**config.mk**
```make
export PLATFORM = sky130hd
export DESIGN_NAME = multibyte_carry_sequencer
export DESIGN_NICKNAME = d
export VERILOG_FILES = /design/src/rtl/multibyte_carry_sequencer.sv
export SDC_FILE = /design/constraint.sdc
export NUM_CORES = 1
export LEC_CHECK = 0
export ABC_AREA = 1
export ABC_CLOCK_PERIOD_IN_PS = 3000
export CORE_ASPECT_RATIO = 1.75
export CORE_MARGIN = 5
export CORE_UTILIZATION = 45
export DETAILED_ROUTE_END_ITERATION = 10
export PLACE_DENSITY_LB_ADDON = 0.2
export SLEW_MARGIN = 10
export SYNTH_ARGS = -nofsm -noshare
export SYNTH_HDL_FRONTEND = slang
export SYNTH_SLANG_ARGS = --single-unit
```
**constraint.sdc**
```tcl
create_clock -name clk -period 3 [get_ports clk]
set_clock_uncertainty 0.2 [all_clocks]
set_input_delay 0.3 -clock clk [delete_from_list [all_inputs] [get_ports clk]]
set_output_delay 0.3 -clock clk [all_outputs]
set_load 0.01 [all_outputs]
```
**src/rtl/multibyte_carry_sequencer.sv**
```systemverilog
`default_nettype none
// ============================================================================
//  Module      : multibyte_carry_sequencer
//  Description : Byte-serial wide adder stage. Accepts operand slices LSB beat
//                first over valid/ready and adds one WIDTH-bit slice per beat.
//                A registered carry links consecutive beats, so arbitrarily
//                wide sums need only one WIDTH-bit adder.
//  Ports       : clk, rst            - clock, synchronous active-high reset
//                in_valid/in_ready   - input beat handshake
//                in_a, in_b          - operand slices
//                in_cin              - carry-in, used on the first beat only
//                in_last             - final (MSB) beat of the operation
//                out_valid/out_ready - output beat handshake
//                out_sum, out_cout   - sum slice and its carry-out
//                out_last, out_beat  - last flag and beat index
//                busy                - an operation is open
//  Revision    : 1.0 - initial release
// ============================================================================
module multibyte_carry_sequencer #(
    parameter int WIDTH  = 8,
    parameter int BEAT_W = 4
) (
    input  logic              clk,
    input  logic              rst,
    input  logic              in_valid,
    output logic              in_ready,
    input  logic [WIDTH-1:0]  in_a,
    input  logic [WIDTH-1:0]  in_b,
    input  logic              in_cin,
    input  logic              in_last,
    output logic              out_valid,
    input  logic              out_ready,
    output logic [WIDTH-1:0]  out_sum,
    output logic              out_cout,
    output logic              out_last,
    output logic [BEAT_W-1:0] out_beat,
    output logic              busy
);

    typedef enum logic [0:0] {
        ST_IDLE = 1'b0,
        ST_RUN  = 1'b1
    } state_t;

    state_t             r_state;
    state_t             w_state_next;
    logic               r_carry;
    logic               w_carry_next;
    logic [BEAT_W-1:0]  r_cnt;
    logic [BEAT_W-1:0]  w_cnt_next;
    logic               r_out_valid;
    logic [WIDTH-1:0]   r_out_sum;
    logic               r_out_cout;
    logic               r_out_last;
    logic [BEAT_W-1:0]  r_out_beat;

    logic               w_accept;
    logic               w_cin_sel;
    logic [WIDTH:0]     w_sum;

    // Single-entry output register: a new beat may enter only when the
    // register is empty or is being drained in this same cycle.
    assign in_ready = !rst && (!r_out_valid || out_ready);
    assign w_accept = in_valid && in_ready;

    // The first beat takes its carry from the port; later beats chain the
    // carry produced by the previous slice.
    assign w_cin_sel = (r_state == ST_RUN) ? r_carry : in_cin;
    assign w_sum     = {1'b0, in_a} + {1'b0, in_b} + {{WIDTH{1'b0}}, w_cin_sel};

    always_comb begin
        w_state_next = r_state;
        w_carry_next = r_carry;
        w_cnt_next   = r_cnt;
        if (w_accept) begin
            if (in_last) begin
                // Operation closes: nothing may leak into the next one.
                w_state_next = ST_IDLE;
                w_carry_next = 1'b0;
                w_cnt_next   = '0;
            end else begin
                w_state_next = ST_RUN;
                w_carry_next = w_sum[WIDTH];
                w_cnt_next   = r_cnt + {{(BEAT_W-1){1'b0}}, 1'b1};
            end
        end
    end

    always_ff @(posedge clk) begin
        if (rst) begin
            r_state <= ST_IDLE;
            r_carry <= 1'b0;
            r_cnt   <= '0;
        end else begin
            r_state <= w_state_next;
            r_carry <= w_carry_next;
            r_cnt   <= w_cnt_next;
        end
    end

    always_ff @(posedge clk) begin
        if (rst) begin
            r_out_valid <= 1'b0;
            r_out_sum   <= '0;
            r_out_cout  <= 1'b0;
            r_out_last  <= 1'b0;
            r_out_beat  <= '0;
        end else if (w_accept) begin
            // Also covers the same-cycle drain-and-refill case.
            r_out_valid <= 1'b1;
            r_out_sum   <= w_sum[WIDTH-1:0];
            r_out_cout  <= w_sum[WIDTH];
            r_out_last  <= in_last;
            r_out_beat  <= r_cnt;
        end else if (out_ready) begin
            r_out_valid <= 1'b0;
        end
    end

    assign out_valid = r_out_valid;
    assign out_sum   = r_out_sum;
    assign out_cout  = r_out_cout;
    assign out_last  = r_out_last;
    assign out_beat  = r_out_beat;
    assign busy      = (r_state == ST_RUN);

endmodule
`default_nettype wire

```
==> results of run 1 <==
final timing paths:
check,slack (ns),depth (start not counted),to,from
hold / removal,0.27,2,out_sum[1]$_SDFFE_PP0P_,out_sum[1]$_SDFFE_PP0P_
setup reg to reg,0.63,11,out_sum[6]$_SDFFE_PP0P_,busy$_SDFFE_PP0P_
hold reg to reg,0.27,2,out_sum[1]$_SDFFE_PP0P_,out_sum[1]$_SDFFE_PP0P_
setup / recovery,0.63,11,out_sum[6]$_SDFFE_PP0P_,busy$_SDFFE_PP0P_
registers in the layout, summed over array words and instances (netlist names):
| signal | flops |
|---|---|
| busy | 1 |
| out_cout | 1 |
| out_last | 1 |
| out_beat | 4 |
| out_valid | 1 |
| r_cnt | 4 |
| out_sum | 8 |
| r_carry | 1 |
through the flow:
stage | power, W | util (%) | instance area (sq um) | instances
finish | 0.000673 | 63.6 | 1600 | 226
CTS | 0.000679 | 63.6 | 1600 | 226
detailed placement | 0.000497 | 61.8 | 1560 | 222
global placement | 0.000492 | 61.8 | 1560 | 222
global route | 0.000706 | 63.6 | 1600 | 226
floorplan | 0.000416 | - | 1190 | 163
cell type report:
| class | count | area (sq um) |
|---|---|---|
| fillers | 244 | 918 |
| inverters | 20 | 80.1 |
| clock buffers | 4 | 45.0 |
| repair buffers | 38 | 380 |
| flip-flops and latches | 21 | 420 |
| multi-input cells | 117 | 646 |
| well taps | 26 | 32.5 |
synthesized netlist by cell type (all sizes together):
| library cell | number |
|---|---|
| nor2 | 13 |
| nand3b | 1 |
| nand3 | 17 |
| a21oi | 8 |
| o211ai | 1 |
| or2 | 1 |
| buf | 5 |
| nand2 | 52 |
| xor2 | 2 |
| a31oi | 1 |
| ha | 8 |
| xnor2 | 1 |
| inv | 20 |
| mux2 | 1 |
| o21a | 1 |
| o21ai | 6 |
| dfxtp | 21 |
| o21bai | 1 |
| nor3 | 1 |
| fa | 2 |
layer usage:
metal	global-route usage, %	part of all wire, %	up-vias	wire length, microns
li1	-	-	593	-
met1	12.7	37	498	963
met2	27.1	56	23	1450
met3	2.84	5.1	5	133
met4	5.93	1.9	0	49
met5	0	0	-	0
logic make-up after synthesis:
family	share of synthesized area (%)
buf+inv	10.4
simple gates	30.7
flops	35.3
xor+xnor	2.21
compound gates	8.62
mux	0.946
fa+ha+maj	11.8
where the power goes:
part	total, W	internal (W)	switching, W	leakage, nW
Clock	0.000184	0.0000947	0.0000897	0.0228
Combinational	0.000181	0.0000941	0.0000872	0.551
Sequential	0.000307	0.000297	0.00000959	0.172
worst min-delay path, delay by kind of cell, from the launching register on:
family,cells,cell delay [ns]
AND/OR/NAND/NOR,2,0.11
flip-flops,1,0.31
==> flow_metrics.env, run 1 <==
export IMPL_avgSynthCellArea_sq_um=7.30
export IMPL_ioPinCount=39
export IMPL_area_growth_pct=34.8
export IMPL_report_final_slew_viol_count=0
export IMPL_crit_required_ns=2.97
export IMPL_fp_dieW_microns=48.9
export IMPL_synthDominantAreaCellType="sky130_fd_sc_hd__dfxtp_1"
export IMPL_portBuffers=38
export IMPL_cp_max_fo=3
export IMPL_worst_endpoint_arrival_ns=2.33
export IMPL_power_density_cell_area_nw_per_um2=419
export IMPL_pre_cts_slack_ns=0.360
export IMPL_run_status="completed"
export IMPL_die_area_sq_um=3810
export IMPL_ctsResizeCount=0
export IMPL_ir_drop_mv=0.286
export IMPL_grt_pass1_vias=1037
export IMPL_timing_setup_tns_ns=0
export IMPL_nNetsFinal=233
export IMPL_timing_fmax_mhz=422
export IMPL_tritoncts="built"
export IMPL_seq_area_frac_synth_pct=35.3
export IMPL_synth_seq_cells=21
export IMPL_critPathMaxStageDelay_ns=0.41
export IMPL_ctsRootBufferMaster="sky130_fd_sc_hd__clkbuf_8"
export IMPL_final_period_utilization_pct=78.9
export IMPL_grt_setup_unrepaired="false"
export IMPL_crit_slowest_cell="sky130_fd_sc_hd__fa_1"
export IMPL_cap_viol_max_count=0
export IMPL_number_of_antenna_violating_nets_in_the_routed_design=0
export IMPL_mostFrequentLayoutCells="sky130_fd_sc_hd__nand2_1 (51), sky130_fd_sc_hd__clkdlybuf4s50_1 (38), sky130_fd_sc_hd__dfxtp_1 (21), sky130_fd_sc_hd__inv_1 (18), sky130_fd_sc_hd__nand3_1 (16)"
export IMPL_crit_path_cell_trace="mux2_2, fa_1, fa_1, nand2_1, nand2_1, nand3_1, nand2_1, nand2_1, nand3_1, nand2_1, inv_1"
export IMPL_die_ht_microns=78.0
export IMPL_cts_htree_levels=1
export IMPL_period_needed_ns=2.37
export IMPL_clock_pin_slew_on_the_worst_setup_and_hold_paths_ns=0.07
export IMPL_setup_worst_path_class="flop to flop"
export IMPL_grt_start_max_net_pins=23
export IMPL_globalRouteOverflowTotal=0
export IMPL_route_detailed_vias_per_inst=4.95
export IMPL_antenna_found_initial=0
export IMPL_cp_buffers_inverters=1
export IMPL_synth_top_area_share_pct=35.3
export IMPL_setup_viol_count_final=0
export IMPL_core_rowCount=24
export IMPL_synth_lib_cells_used_distinct=28
export IMPL_detail_route_wirelength_microns=2600
export IMPL_initial_standard_cell_utilization_of_the_core_pct=47.2
export IMPL_netlist_area_sq_um=1190
export IMPL_drc_errors=0
export IMPL_synthesis_instances=163
export IMPL_worst_setup_path_start_kind="flop"
export IMPL_slew_headroom_pct=71.7
export IMPL_cts_hold_fix_buffers=0
export IMPL_n_antenna_cell=0
export IMPL_post_synth_main_area_contributors="sky130_fd_sc_hd__dfxtp_1 (35%), sky130_fd_sc_hd__nand2_1 (16%), sky130_fd_sc_hd__ha_1 (8.4%)"
export IMPL_clk_latency_ns=0.26
export IMPL_drive_gt1_share_pct=5.50
export IMPL_synthesis_yosys_warnings=0
export IMPL_wl_per_cell_microns=11.5
export IMPL_commonest_non_fill_non_tap_cell_in_the_layout="sky130_fd_sc_hd__nand2_1"
export IMPL_iteration_count_of_the_initial_detailed_routing_pass=3
export IMPL_cts_post_setup_buffers_inserted=0
export IMPL_initialDrtViolationCount=29
export IMPL_global_route_wire_length_before_repair_microns=4200
export IMPL_gpl_final_weighted_congestion=0.800
export IMPL_crit_path_most_repeated_cell="sky130_fd_sc_hd__nand2_1"
export IMPL_postSynthNetCount=195
export IMPL_worstSetupEndpointType="flop"
export IMPL_gr_usage_all_layers_pct=13.6
export IMPL_timing_hold_worst_class="flop to flop"
export IMPL_clock_tree_buffer_depth=2
export IMPL_fin_ws_ns=0.632
export IMPL_cts_inserted_buffers=3
export IMPL_hold_slack_ns=0.268
export IMPL_worst_pin_slew_ns=0.424
export IMPL_number_of_vias_in_the_routed_layout=1119
export IMPL_dpl_hpwl_microns=2160
export IMPL_timing_final_hold_violations=0
export IMPL_core_area_sq_um=2520
export IMPL_worst_path_top_cell_family_by_delay="adder cells"
export IMPL_cellLeakagePower_nw=0.746
export IMPL_tritoncts_num_sinks=21
Power figures use the tool's default switching activity.
==> run 2: changes to the inputs <==
Settings changed: ABC_CLOCK_PERIOD_IN_PS 3000 to 1900, CORE_UTILIZATION 45 to 41.
Clock period 3 ns to 1.9 ns, I/O delays scaled along.
==> run 2 against run 1 <==
Net effect:
- the run now ends with negative setup slack left
- setup slack worse by 0.91 ns
- power rose by 65%
- critical path type unchanged
- clock power increased by 58%
- highest routed layer unchanged
- die area rose by 8.1%
- count of clock-buffer cells in the layout down 1
- sequential power rose by 59%
- routed wire length up 15%
==> flow_metrics.env, run 2 (synthesis results as in run 1) <==
export IMPL_p_int_w=0.000793
export IMPL_power_sequential_fraction_pct=43.8
export IMPL_clock_pin_slew_on_the_worst_setup_and_hold_paths_ns=0.08
export IMPL_grt_pass1_vias=1196
export IMPL_commonest_non_fill_non_tap_cell_in_the_layout="sky130_fd_sc_hd__nand2_1"
export IMPL_timing_final_hold_violations=0
export IMPL_critPathMaxStageDelay_ns=0.39
export IMPL_cp_max_fo=3
export IMPL_core_area_sq_um=2860
export IMPL_placed_cells_incl_taps=232
export IMPL_worst_path_top_cell_family_by_delay="adder cells"
export IMPL_design_power_total_w=0.00111
export IMPL_cp_buffers_inverters=1
export IMPL_worstSetupStartpoint="busy$_SDFFE_PP0P_"
export IMPL_fin_ws_ns=-0.273
export IMPL_nNetsFinal=243
export IMPL_grt_setup_unrepaired="true"
export IMPL_number_of_vias_in_the_routed_layout=1180
export IMPL_ir_drop_mv=0.296
export IMPL_dpl_hpwl_microns=2350
export IMPL_final_period_utilization_pct=114
export IMPL_hold_slack_ns=0.265
export IMPL_die_area_sq_um=4120
export IMPL_cap_viol_max_count=0
export IMPL_crit_path_cell_trace="mux2_4, fa_2, fa_2, nand2_2, nand2_2, nand3_2, nand2_1, nand2_1, nand3_1, nand2_1, inv_1"
export IMPL_run_status="complete, but fails checks"
export IMPL_initial_standard_cell_utilization_of_the_core_pct=41.6
export IMPL_timing_hold_worst_class="flop to flop"
export IMPL_wl_per_cell_microns=12.5
export IMPL_timing_rr_start="busy$_SDFFE_PP0P_"
export IMPL_area_growth_pct=46.0
export IMPL_grt_start_max_net_pins=16
export IMPL_worst_setup_path_start_kind="flop"
export IMPL_slew_headroom_pct=81.4
export IMPL_crit_required_ns=1.87
export IMPL_worst_pin_slew_ns=0.278
export IMPL_initialDrtViolationCount=20
export IMPL_power_switching_share_pct=28.7
export IMPL_worst_endpoint_arrival_ns=2.14
export IMPL_tritoncts="built"
export IMPL_worstSetupEndpointType="flop"
export IMPL_clk_latency_ns=0.26
export IMPL_tritoncts_num_sinks=21
export IMPL_cts_htree_levels=1
export IMPL_cts_inserted_buffers=3
export IMPL_cellLeakagePower_nw=0.811
export IMPL_number_of_antenna_violating_nets_in_the_routed_design=0
export IMPL_power_switching_w=0.000319
export IMPL_period_needed_ns=2.17
export IMPL_n_antenna_cell=0
export IMPL_cts_hold_fix_buffers=0
export IMPL_globalRouteOverflowTotal=0
export IMPL_power_density_cell_area_nw_per_um2=640
export IMPL_die_ht_microns=81.3
export IMPL_p_comb_share_pct=30.1
export IMPL_layoutNonFillerInstCount=238
export IMPL_largest_reg_flops=8
export IMPL_detail_route_wirelength_microns=2980
export IMPL_antenna_found_initial=0
export IMPL_core_rowCount=26
export IMPL_min_from="out_beat[1]$_SDFFE_PP0P_"
export IMPL_clock_tree_buffer_depth=2
export IMPL_timing_fmax_mhz=460
export IMPL_ioPinCount=39
export IMPL_failed_checks="negative setup slack"
export IMPL_report_final_slew_viol_count=0
export IMPL_timing_setup_tns_ns=-1.28
export IMPL_crit_path_most_repeated_cell="sky130_fd_sc_hd__nand2_1"
export IMPL_setup_worst_path_class="flop to flop"
export IMPL_drc_errors=0
export IMPL_iteration_count_of_the_initial_detailed_routing_pass=4
export IMPL_gpl_final_weighted_congestion=0.817
export IMPL_global_route_wire_length_before_repair_microns=4880
export IMPL_portBuffers=38
export IMPL_crit_slowest_cell="sky130_fd_sc_hd__fa_2"
export IMPL_clock_power_share_pct=26.1
export IMPL_fp_dieW_microns=50.7
export IMPL_drive_gt1_share_pct=16.2
export IMPL_ctsRootBufferMaster="sky130_fd_sc_hd__clkbuf_8"
export IMPL_mostFrequentLayoutCells="sky130_fd_sc_hd__nand2_1 (46), sky130_fd_sc_hd__clkdlybuf4s50_1 (38), sky130_fd_sc_hd__dfxtp_1 (20), sky130_fd_sc_hd__inv_1 (18), sky130_fd_sc_hd__nand3_1 (13)"
export IMPL_setup_viol_count_final=8
export IMPL_gr_usage_all_layers_pct=15.2
export IMPL_pre_cts_slack_ns=-0.505
export IMPL_route_detailed_vias_per_inst=4.96
[run 2: cell types whose count changed in the layout (fill, tap and decap cells not counted), moves of 2 or more]
cell / before / now
sky130_fd_sc_hd__fa_2: 0 / 2
sky130_fd_sc_hd__o21ai_0: 4 / 1
sky130_fd_sc_hd__nand3_1: 16 / 13
sky130_fd_sc_hd__nand2_1: 51 / 46
sky130_fd_sc_hd__fa_1: 2 / 0
sky130_fd_sc_hd__nand2_2: 1 / 5
sky130_fd_sc_hd__buf_4: 0 / 9
sky130_fd_sc_hd__nand3_2: 0 / 3
sky130_fd_sc_hd__o21ai_1: 2 / 5
[run 2: final timing paths]
| kind | end | slack (ns) | cells past startpoint |
|---|---|---|---|
| worst max-delay path | out_sum[6]$_SDFFE_PP0P_ | -0.27 | 11 |
| worst min-delay path | out_beat[1]$_SDFFE_PP0P_ | 0.27 | 2 |
| worst max register to register | out_sum[6]$_SDFFE_PP0P_ | -0.27 | 11 |
| worst min register to register | out_beat[1]$_SDFFE_PP0P_ | 0.27 | 2 |
[run 2: repair_timing]
action / CTS / global route
resized for setup: 9 / 4
endpoints found under the setup margin: 7 / 9
setup buffers: 1 / 1
pin swaps: 5 / 6
[run 2: tightest hold or removal path, cell delays in order (launching register included)]
cell,delay (ns)
sky130_fd_sc_hd__dfxtp_1,0.31
sky130_fd_sc_hd__nand3_1,0.07
sky130_fd_sc_hd__nand2_1,0.04
[run 2: area by class of cell]
cell class / instances / area (sq um)
fill: 280 / 1130
tap: 28 / 35.0
clock buffer: 3 / 41.3
sequential: 21 / 422
multi-input combinational: 117 / 694
clock inverter: 1 / 5.00
inverter: 20 / 80.1
timing repair buffer: 48 / 459
[run 2: routing by layer]
metal  vias to the layer above  global-route usage [%]  wire length [microns]
li1                        607                       -                      -
met1                       547                    13.3                   1040
met2                        22                    31.2                   1780
met3                         4                    2.39                    119
met4                         0                    6.91                     38
met5                         -                       0                      0
[run 2: per-stage QoR]
stage               util (%)  area, sq um
floorplan                  -         1200
global placement        57.0         1630
detailed placement      57.0         1630
CTS                     60.0         1720
global route            60.7         1740
finish                  60.7         1740
[run 2: power groups by stage]
stage	Sequential [W]	Clock, W	Combinational (W)
6_report	0.000487	0.000291	0.000335
3_5_place_dp	0.000497	0	0.000309
5_1_grt	0.000491	0.000314	0.000371
3_3_place_gp	0.000497	0	0.000300
2_1_floorplan	0.000508	0	0.000152
4_1_cts	0.000487	0.000298	0.000327
==> run 3: changes to the inputs <==
Settings changed: CORE_MARGIN 5 to 10.
==> run 3 against run 2 <==
Net effect:
- the flow still finishes with violations (negative setup slack)
- highest routed layer unchanged
- utilization rose by 2.4 points
- combinational power barely moved
- critical path type unchanged
- routed wire length rose by 2.6%
- first-iteration DRC count fell by 20%
- largest power group unchanged
- sequential share of layout area did not move
==> flow_metrics.env, run 3 (synthesis results as in run 1) <==
export IMPL_drc_errors=0
export IMPL_grt_setup_unrepaired="true"
export IMPL_design_power_total_w=0.00111
export IMPL_initial_standard_cell_utilization_of_the_core_pct=43.2
export IMPL_worst_endpoint_arrival_ns=2.11
export IMPL_clk_latency_ns=0.26
export IMPL_placed_cells_incl_taps=231
export IMPL_core_area_sq_um=2750
export IMPL_finalCoreUtilization_pct=63.1
export IMPL_run_status="complete, but fails checks"
export IMPL_tritoncts="built"
export IMPL_number_of_antenna_violating_nets_in_the_routed_design=0
export IMPL_gpl_final_weighted_congestion=0.789
export IMPL_worstSetupEndpointType="flop"
export IMPL_fp_dieW_microns=60.7
export IMPL_antenna_found_initial=0
export IMPL_detail_route_wirelength_microns=3050
export IMPL_portBuffers=38
export IMPL_route_detailed_vias_per_inst=5.02
export IMPL_dpl_hpwl_microns=2530
export IMPL_iteration_count_of_the_initial_detailed_routing_pass=3
export IMPL_ctsRootBufferMaster="sky130_fd_sc_hd__clkbuf_8"
export IMPL_filler_cells=253
export IMPL_tritoncts_num_sinks=21
export IMPL_pre_cts_slack_ns=-0.487
export IMPL_number_of_vias_in_the_routed_layout=1189
export IMPL_slew_headroom_pct=82.2
export IMPL_final_period_utilization_pct=113
export IMPL_globalRouteOverflowTotal=0
export IMPL_die_ht_microns=91.3
export IMPL_drive_gt1_share_pct=16.2
export IMPL_cellLeakagePower_nw=0.824
export IMPL_grt_start_max_net_pins=15
export IMPL_clock_tree_buffer_depth=2
export IMPL_core_rowCount=25
export IMPL_ir_drop_mv=0.322
export IMPL_ioPinCount=39
export IMPL_timing_final_hold_violations=0
export IMPL_cts_htree_levels=1
export IMPL_die_area_sq_um=5540
export IMPL_period_needed_ns=2.15
export IMPL_cp_max_fo=3
export IMPL_multiInputGateArea_sq_um=697
export IMPL_worst_pin_slew_ns=0.266
export IMPL_fin_ws_ns=-0.249
export IMPL_area_growth_pct=46.0
export IMPL_register_area_sq_um=422
export IMPL_clock_pin_slew_on_the_worst_setup_and_hold_paths_ns=0.08
export IMPL_timing_fmax_mhz=465
export IMPL_timing_hold_worst_class="flop to flop"
export IMPL_commonest_non_fill_non_tap_cell_in_the_layout="sky130_fd_sc_hd__nand2_1"
export IMPL_setup_viol_count_final=9
export IMPL_wl_per_cell_microns=12.9
export IMPL_initialDrtViolationCount=16
export IMPL_worst_setup_path_start_kind="flop"
export IMPL_n_antenna_cell=0
export IMPL_failed_checks="negative setup slack"
export IMPL_global_route_wire_length_before_repair_microns=5150
export IMPL_largest_reg_flops=8
export IMPL_crit_required_ns=1.86
export IMPL_cap_viol_max_count=0
export IMPL_final_area_sq_um=1740
export IMPL_power_density_cell_area_nw_per_um2=637
export IMPL_gr_usage_all_layers_pct=11.3
export IMPL_nNetsFinal=243
export IMPL_report_final_slew_viol_count=0
export IMPL_setup_worst_path_class="flop to flop"
export IMPL_postPlaceCellArea_sq_um=1630
export IMPL_cts_inserted_buffers=3
export IMPL_grt_pass1_vias=1240
export IMPL_layoutNonFillerInstCount=237
export IMPL_mostFrequentLayoutCells="sky130_fd_sc_hd__nand2_1 (45), sky130_fd_sc_hd__clkdlybuf4s50_1 (37), sky130_fd_sc_hd__dfxtp_1 (20), sky130_fd_sc_hd__inv_1 (18), sky130_fd_sc_hd__nand3_1 (14)"
-- run 3: changes by cell type in the layout (fill, tap and decap cells not counted) --
cell	before	now
sky130_fd_sc_hd__buf_6	1	0
sky130_fd_sc_hd__nand3_2	3	2
sky130_fd_sc_hd__nand2_4	1	2
sky130_fd_sc_hd__clkdlybuf4s50_1	38	37
sky130_fd_sc_hd__buf_4	9	10
sky130_fd_sc_hd__nand3_1	13	14
sky130_fd_sc_hd__nand2_1	46	45
sky130_fd_sc_hd__dlymetal6s2s_1	0	1
-- run 3: worst paths after layout --
kind,startpoint,to,slack (ns),cells past startpoint
max,busy$_SDFFE_PP0P_,out_sum[6]$_SDFFE_PP0P_,-0.25,11
min,out_sum[1]$_SDFFE_PP0P_,out_sum[1]$_SDFFE_PP0P_,0.27,2
max reg2reg,busy$_SDFFE_PP0P_,out_sum[6]$_SDFFE_PP0P_,-0.25,11
min reg2reg,out_sum[1]$_SDFFE_PP0P_,out_sum[1]$_SDFFE_PP0P_,0.27,2
-- run 3: routing by layer --
layer | global-route usage [%] | wire length, microns | part of all wire, %
met3 | 1.95 | 112 | 3.7
met2 | 23.0 | 1830 | 60
met1 | 10.3 | 1090 | 36
met4 | 2.76 | 17 | 0.56
met5 | 0 | 0 | 0
-- run 3: stage by stage --
step / setup TNS, ns / hold WS [ns]
after floorplan: -0.589 / 0.157
after global placement: -2.56 / 0.251
after detailed placement: -2.78 / 0.264
after CTS: -1.17 / 0.276
after global routing: -1.91 / 0.293
final: -1.34 / 0.273
-- run 3: area by class of cell --
cell class / count / area share (%)
Multi-Input combinational cell: 117 / 40.1
Timing Repair Buffer: 48 / 26.4
Sequential cell: 21 / 24.3
Inverter: 20 / 4.61
Clock buffer: 3 / 2.38
Tap cell: 27 / 1.95
Clock inverter: 1 / 0.288
-- run 3: power by group --
group | switching (W) | internal, W | leakage, nW
Clock | 0.000142 | 0.000146 | 0.0255
Combinational | 0.000155 | 0.000177 | 0.626
Sequential | 0.0000166 | 0.000470 | 0.172
Total | 0.000313 | 0.000792 | 0.824
-- run 3: critical path, stage by stage (launching register included) --
cell,delay [ns]
sky130_fd_sc_hd__dfxtp_2,0.35
sky130_fd_sc_hd__mux2_4,0.31
sky130_fd_sc_hd__fa_2,0.36
sky130_fd_sc_hd__fa_2,0.36
sky130_fd_sc_hd__nand2_2,0.08
sky130_fd_sc_hd__nand2_2,0.07
sky130_fd_sc_hd__nand3_2,0.08
sky130_fd_sc_hd__nand2_1,0.05
sky130_fd_sc_hd__nand2_1,0.06
sky130_fd_sc_hd__nand3_1,0.06
sky130_fd_sc_hd__nand2_1,0.06
sky130_fd_sc_hd__inv_1,0.03
-- run 3: what timing repair did --
action / in CTS / in global routing
endpoints found under the setup margin: 7 / 10
gates resized for setup: 8 / 6
setup buffers: 1 / 1
hold buffers: 0 / 0
pin swaps: 5 / 2
